===== config.mk =====
export PLATFORM = sky130hd
export DESIGN_NAME = run_clk_ctrl
export DESIGN_NICKNAME = d
export VERILOG_FILES = /design/src/rtl/run_clk_ctrl.sv
export SDC_FILE = /design/constraint.sdc
export NUM_CORES = 1
export LEC_CHECK = 0
export CAP_MARGIN = 10
export CORE_ASPECT_RATIO = 1.1
export CORE_MARGIN = 3
export CORE_UTILIZATION = 42
export DETAILED_ROUTE_END_ITERATION = 10
export PLACE_DENSITY = 0.83
export SYNTH_ARGS = -nofsm -noshare
export SYNTH_HDL_FRONTEND = slang
export SYNTH_SLANG_ARGS = --single-unit

===== constraint.sdc =====
create_clock -name clk_i -period 3.4 [get_ports clk_i]
set_clock_uncertainty 0.05 [all_clocks]
set_input_delay 0.34 -clock clk_i [delete_from_list [all_inputs] [get_ports clk_i]]
set_output_delay 0.34 -clock clk_i [all_outputs]
set_load 0.005 [all_outputs]

===== src/rtl/run_clk_ctrl.sv =====
// run_clk_ctrl: divided, gated run clock for a core with run/step/halt control,
// per-channel PC breakpoints, a PC overflow limit and a rising-edge counter.
module run_clk_ctrl #(
   parameter int DIV_W  = 8,
   parameter int PC_W   = 32,
   parameter int NUM_BP = 4
) (
   input  logic                   clk_i,
   input  logic                   rst_i,
   input  logic [DIV_W-1:0]       div_i,
   input  logic                   run_i,
   input  logic                   step_i,
   input  logic                   halt_i,
   input  logic                   clr_i,
   input  logic [PC_W-1:0]        pc_i,
   input  logic [NUM_BP-1:0]      bp_en_i,
   input  logic [NUM_BP*PC_W-1:0] bp_addr_i,
   input  logic [PC_W-1:0]        pc_limit_i,
   output logic                   clk_run_o,
   output logic                   run_rise_o,
   output logic [1:0]             state_o,
   output logic [NUM_BP-1:0]      bp_hit_o,
   output logic                   ov_o,
   output logic [31:0]            cycle_cnt_o
);

   typedef enum logic [1:0] {
      ST_IDLE = 2'b00,
      ST_RUN  = 2'b01,
      ST_STEP = 2'b10,
      ST_HALT = 2'b11
   } state_t;

   state_t            state_reg, state_next;
   logic [DIV_W-1:0]  cnt_reg, cnt_next;
   logic              phase_reg, phase_next;
   logic [NUM_BP-1:0] bp_hit_reg, bp_hit_next;
   logic              ov_reg, ov_next;
   logic [31:0]       cycle_cnt_reg, cycle_cnt_next;
   // set on entry to RUN/STEP from IDLE: the first rise ignores breakpoints
   logic              override_reg, override_next;
   // marks that a STEP has issued its single rise, so the next fall ends it
   logic              step_rose_reg, step_rose_next;

   logic              tc;
   logic              run_state;
   logic              may_rise;
   logic              attempt;
   logic              fall;
   logic              rise;
   logic              stop;
   logic              ov_match;
   logic              clr_cmd;
   logic [NUM_BP-1:0] bp_match;

   // terminal count is compared live against div_i
   assign tc        = (cnt_reg == div_i);
   assign run_state = (state_reg == ST_RUN) || (state_reg == ST_STEP);
   // a rise is only attempted if this cycle's commands keep the state running
   assign may_rise  = ((state_reg == ST_RUN) && run_i && !halt_i) ||
                      ((state_reg == ST_STEP) && !halt_i);
   assign attempt   = !phase_reg && tc && may_rise;
   assign fall      = phase_reg && tc;
   assign clr_cmd   = clr_i && !halt_i;

   // per-channel breakpoint compare, masked while the resume override is armed
   generate
      for (genvar gi = 0; gi < NUM_BP; gi++) begin : g_bp
         assign bp_match[gi] = bp_en_i[gi] && !override_reg &&
                               (bp_addr_i[gi*PC_W +: PC_W] == pc_i);
      end
   endgenerate

   assign ov_match = (pc_i >= pc_limit_i);
   assign stop     = attempt && ((|bp_match) || ov_match);
   assign rise     = attempt && !stop;

   // divider count, clock phase and rising-edge counter
   always_comb begin
      cnt_next       = cnt_reg;
      phase_next     = phase_reg;
      cycle_cnt_next = cycle_cnt_reg;
      if (!phase_reg && !run_state) begin
         cnt_next = '0;
      end else if (tc) begin
         cnt_next = '0;
      end else begin
         cnt_next = cnt_reg + 1'b1;
      end
      if (rise) begin
         phase_next     = 1'b1;
         cycle_cnt_next = cycle_cnt_reg + 32'd1;
      end else if (fall) begin
         phase_next = 1'b0;
      end
   end

   // sticky hit/overflow flags: clear first, then record every match of a stop
   always_comb begin
      bp_hit_next = clr_cmd ? '0 : bp_hit_reg;
      ov_next     = clr_cmd ? 1'b0 : ov_reg;
      if (stop) begin
         bp_hit_next = bp_hit_next | bp_match;
         ov_next     = ov_next | ov_match;
      end
   end

   // control FSM next state, resume override and step bookkeeping
   always_comb begin
      state_next     = state_reg;
      override_next  = override_reg;
      step_rose_next = step_rose_reg;
      if (attempt) begin
         override_next = 1'b0;
      end
      if (rise && (state_reg == ST_STEP)) begin
         step_rose_next = 1'b1;
      end
      if (stop) begin
         state_next = ST_HALT;
      end else begin
         case (state_reg)
            ST_IDLE: begin
               if (!halt_i && !clr_i) begin
                  if (step_i) begin
                     state_next     = ST_STEP;
                     override_next  = 1'b1;
                     step_rose_next = 1'b0;
                  end else if (run_i) begin
                     state_next    = ST_RUN;
                     override_next = 1'b1;
                  end
               end
            end
            ST_RUN: begin
               if (halt_i || !run_i) begin
                  state_next = ST_IDLE;
               end
            end
            ST_STEP: begin
               if (halt_i) begin
                  state_next = ST_IDLE;
               end else if (fall && step_rose_reg) begin
                  state_next = ST_IDLE;
               end
            end
            ST_HALT: begin
               if (clr_cmd) begin
                  state_next = ST_IDLE;
               end
            end
            default: state_next = ST_IDLE;
         endcase
      end
   end

   // register update with synchronous reset; reset drops the clock with no completing toggle
   always_ff @(posedge clk_i) begin
      if (rst_i) begin
         state_reg     <= ST_IDLE;
         cnt_reg       <= '0;
         phase_reg     <= 1'b0;
         bp_hit_reg    <= '0;
         ov_reg        <= 1'b0;
         cycle_cnt_reg <= '0;
         override_reg  <= 1'b1;
         step_rose_reg <= 1'b0;
      end else begin
         state_reg     <= state_next;
         cnt_reg       <= cnt_next;
         phase_reg     <= phase_next;
         bp_hit_reg    <= bp_hit_next;
         ov_reg        <= ov_next;
         cycle_cnt_reg <= cycle_cnt_next;
         override_reg  <= override_next;
         step_rose_reg <= step_rose_next;
      end
   end

   assign clk_run_o   = phase_reg;
   assign run_rise_o  = rise && !rst_i;
   assign state_o     = state_reg;
   assign bp_hit_o    = bp_hit_reg;
   assign ov_o        = ov_reg;
   assign cycle_cnt_o = cycle_cnt_reg;

endmodule


# Word level (Yosys, flattened, before mapping)
# Index checks and enable logic that the tools add are counted.
# word_totals
ff_bits	50
out_inout_bits	41
wordCells	91
# classes
n_lt_le_gt_ge	1
n_addsub	2
n_mux	26
n_eq_ne	13
bitwise	2
n_reduce_logical	39
# op_table
cell	count
equality test 32 bit	4
adder 32 x 1 -> 32 bit, second input constant	1
greater-or-equal comparator 32 bit	1
logical AND 1 bit	22
two-way mux 2 bit	8
two-way mux 1 bit	15
adder 8 x 1 -> 8 bit, second input constant	1
equality test 8 bit	1
zero test 1 bit	8
two-way mux 4 bit	2
one-hot mux 2 bit (4 select lines)	1
!= test 3 bit, second input constant	2
AND reduction 5 bit	1
equality test 2 bit, second input constant	2
logical OR 1 bit	4
!= test 4 x 3 -> 1 bit, second input constant	1
!= test 4 bit, second input constant	1
OR 4 bit	1
OR reduction 4 bit	1
!= test 3 x 2 -> 1 bit, second input constant	1
OR reduction 3 bit	1
equality test 2 x 1 -> 1 bit, second input constant	1
zero test 2 bit	1
nonzero test 2 bit	1
OR 1 bit	1

# Depth between registers and ports, before layout
# depth
word_depth	14
ltp_mapped	11

# Worst setup path after synthesis
# No wires, ideal clock.
# synth_timing
path_kind	input port to flip-flop
from	input pc_i[0]
to	register cycle_cnt_reg[7], in the netlist cycle_cnt_o[7]
n_path_buf	2
stages	11
setup_slack_ps	587
arrival_time_ps	2643
cell_sequence	buf_2 -> inv_1 -> ha_1 -> nand2b_1 -> a2111oi_0 -> nor4b_1 -> o31ai_2 -> nand3_2 -> buf_2 -> nor3_1 -> mux2_2
# synth_via
elab_chain_cells	7
elab_cells_between_ends	14
classes_between	1 x order compare; 4 x eq/ne; 9 x reduce/logical
# synth_rtl
element	line	source
start: declaration	15	input logic [PC_W-1:0] pc_i,
branches (longest 3 deep; another with greater-or-equal comparator 32 bit)	--	
logical OR 1 bit *	75	assign stop = attempt && ((|bp_match) || ov_match);
logical AND 1 bit *	75	
zero test 1 bit *	76	assign rise = attempt && !stop;
logical AND 1 bit *	76	
end signal: assignment	174	cycle_cnt_reg <= cycle_cnt_next;
end: declaration	39	logic [31:0] cycle_cnt_reg, cycle_cnt_next;
# Mark *: on every way between the ends.
# A chain may end at the register's enable or synchronous reset.

# Final worst setup path
# layout_timing
from	input pc_i[22]
to	register cycle_cnt_reg[8], in the netlist cycle_cnt_o[8]
# The elaborated chain is that of the path after synthesis.

==> qor.yml <==
rows: 41
startpoint_type: "primary input"
ys_types: 48
cp_slowest_stage_delay_ns: 0.50
crit_chain: "clkdlybuf4s50_1, ha_1, a21oi_1, nand2_1, a221o_1, a2111oi_4, buf_4, nand3_2, buf_12, nor4_1, mux2_2"
cpLargestDelayFamily: "compound AO/OA/AOI/OAI gates"
grt_first_pass_wirelength_um: 30000
required_ns: 3.53
core_um2: 11600
grt_pass1_vias: 5654
cts_tree: "built"
synth.net_count: 869
clkSinkCount: 50
p_per_area_nw_per_um2: 215
drc: 0
p_leak_nw: 3.40
vias: 5582
grt_overflow: 0
max_freq_mhz: 309
postSynthAreaPerCell_um2: 8.09
crit_buf_inv: 3
finalPower_mw: 1.76
drive_gt1_share_pct: 9.66
drt-initial-drc-count: 333
holdPathEnd: "bp_hit_o[1]"
ys_async_sr_fraction_pct: 0
endpoint_kind: "register"
layout.nets: 1158
layout_common_cells: "clkdlybuf4s50_1, xor2_1, nor2_1, dfxtp_1, buf_4"
grt_usage_pct: 29.8
largest_reg_flops: 32
initial_core_util_pct: 43.4
r2r_end: "cycle_cnt_o[18]"
syn-instance-count: 621
ys.flop_type: "dfxtp_1"
dpl.hpwl_um: 17600
clk_pin_slew_ns: 0.07
period_needed_ns: 3.24
die_y_um: 121
crit_arrival_ns: 3.37
ant_nets: 0
relSlewSlack_pct: 53.4
syn_area_um2: 5030
io_buffers: 250
drt_pre_antenna_iters: 5
dpl_cell_area_um2: 8020
fp.dieArea_um2: 13300
ff2ff_path_depth: 7
io_pins: 251
ir_drop_v: 0.000402
reg2reg_slack_ns: 0.75
setup_viol_count_final: 0
worstSetupPathType: "in -> reg"
slowest_stage: "clkdlybuf4s50_1"
worstSkewPairLatency_ns: 0.29
finalCritPeriodShare_pct: 95.2
finish.utilization_pct: 70.6
synth-seq-area-share_pct: 19.9
r2r_start: "cycle_cnt_o[3]"
vias_per_cell: 5.24
holdWs_ns: 0.452
worst_slew_pin_slew_ns: 0.699
synth_edf_count: 0
wirelength_um: 20500
wl_per_cell_um: 19.3
maxCapViolations: 0
cts_buffers: 5
grt_max_degree: 75
rsz0062_at_grt: "no"
cts_root_buf: "clkbuf_16"
areaGrowthSynthToFinish_pct: 62.9
layout.cells.most_common: "clkdlybuf4s50_1"
hp-class: "reg -> reg"
gp_congestion: 0.974
antenna_found_initial: 9
clock_path_buffers: 2
synth-seq-cells: 50
yosys_warnings: 0
die_w_um: 110
hold_depth: 2
hp-start: "bp_hit_o[1]"
hold_violations: 0
stdcell_area_um2: 8190
crit_path_max_fanout: 9
htree_levels: 2
status: "finished clean"
finalMaxSlewViolations: 0
-- cell usage after synthesis (all sizes together) (7+ instances only) --
cell type  number  share of area [%]
xor2          137                 24
nand4          16                2.0
nor2b          27                3.4
nand3          24                2.6
and4            8                1.4
dfxtp          50                 20
nor4           35                4.5
inv            43                3.2
buf             9                1.4
ha             38                9.5
and3            7               0.87
clkbuf         11               0.82
o21ai           9               0.90
nor2           56                4.2
nor3           35                3.5
nand2          21                1.6
mux2           30                6.7
a21oi          15                1.5
-- through the flow --
stage	std cells	setup TNS, ns	setup slack (ns)
after floorplan	621	0	0.587
after detailed placement	1052	-1.19	-0.285
after global placement	1052	-0.546	-0.232
after CTS	1061	0	0.135
after global routing	1066	0	0.0449
final	1066	0	0.164
-- repair_timing --
item / CTS / global route
setup buffers: 1 / 0
setup endpoints to repair: 1 / 1
resized for setup: 1 / 4
hold buffers: 0 / 0
pin swaps: 1 / 1
-- layout make-up --
| class | instances | area (um^2) |
|---|---|---|
| Multi-Input combinational cell | 508 | 3750 |
| Fill cell | 957 | 3410 |
| Timing Repair Buffer | 302 | 2920 |
| Sequential cell | 50 | 1000 |
| Tap cell | 150 | 188 |
| Inverter | 43 | 161 |
| Clock buffer | 7 | 143 |
| Antenna cell | 5 | 12.5 |
| Clock inverter | 1 | 8.76 |
-- tightest hold or removal path, cell delays in order, from the launching register on --
cell     delay, ns
dfxtp_1       0.33
a22oi_1       0.07
nor2_1        0.07
-- worst max-delay path by stage --
stage / start / endpoint / slack, ns / cells after the start
floorplan: pc_i[0] / cycle_cnt_o[7] / 0.59 / 11
finish: pc_i[22] / cycle_cnt_o[8] / 0.16 / 11
CTS: pc_i[22] / run_rise_o / 0.14 / 9
global placement: pc_i[22] / run_rise_o / -0.23 / 9
detailed placement: pc_i[22] / run_rise_o / -0.28 / 9
global route: pc_i[22] / run_rise_o / 0.04 / 9
-- power breakdown --
group / total (mW) / leakage, nW / internal (mW) / switching [mW]
clock network: 0.518 / 0.0745 / 0.296 / 0.221
logic: 0.648 / 2.92 / 0.381 / 0.267
registers: 0.595 / 0.403 / 0.589 / 0.00598
total: 1.76 / 3.40 / 1.27 / 0.494
-- kinds of logic after synthesis --
family	count (synthesis)	share of synthesized area [%]
buffers and inverters	63	5.48
AOI/OAI and AO/OA	45	6.22
muxes	31	6.92
adders and majority gates	38	9.46
DFF	50	19.9
xor gates and xnor gates	142	24.7
and+or+nand+nor	252	27.3
-- routing by layer --
layer  global-route usage [%]  routed length [um]
met1                     30.9                7410
met5                        0                  61
met3                     9.40                1990
met4                     13.1                1020
met2                     54.0               10100
Note: power is estimated with default switching activity, not from simulation.
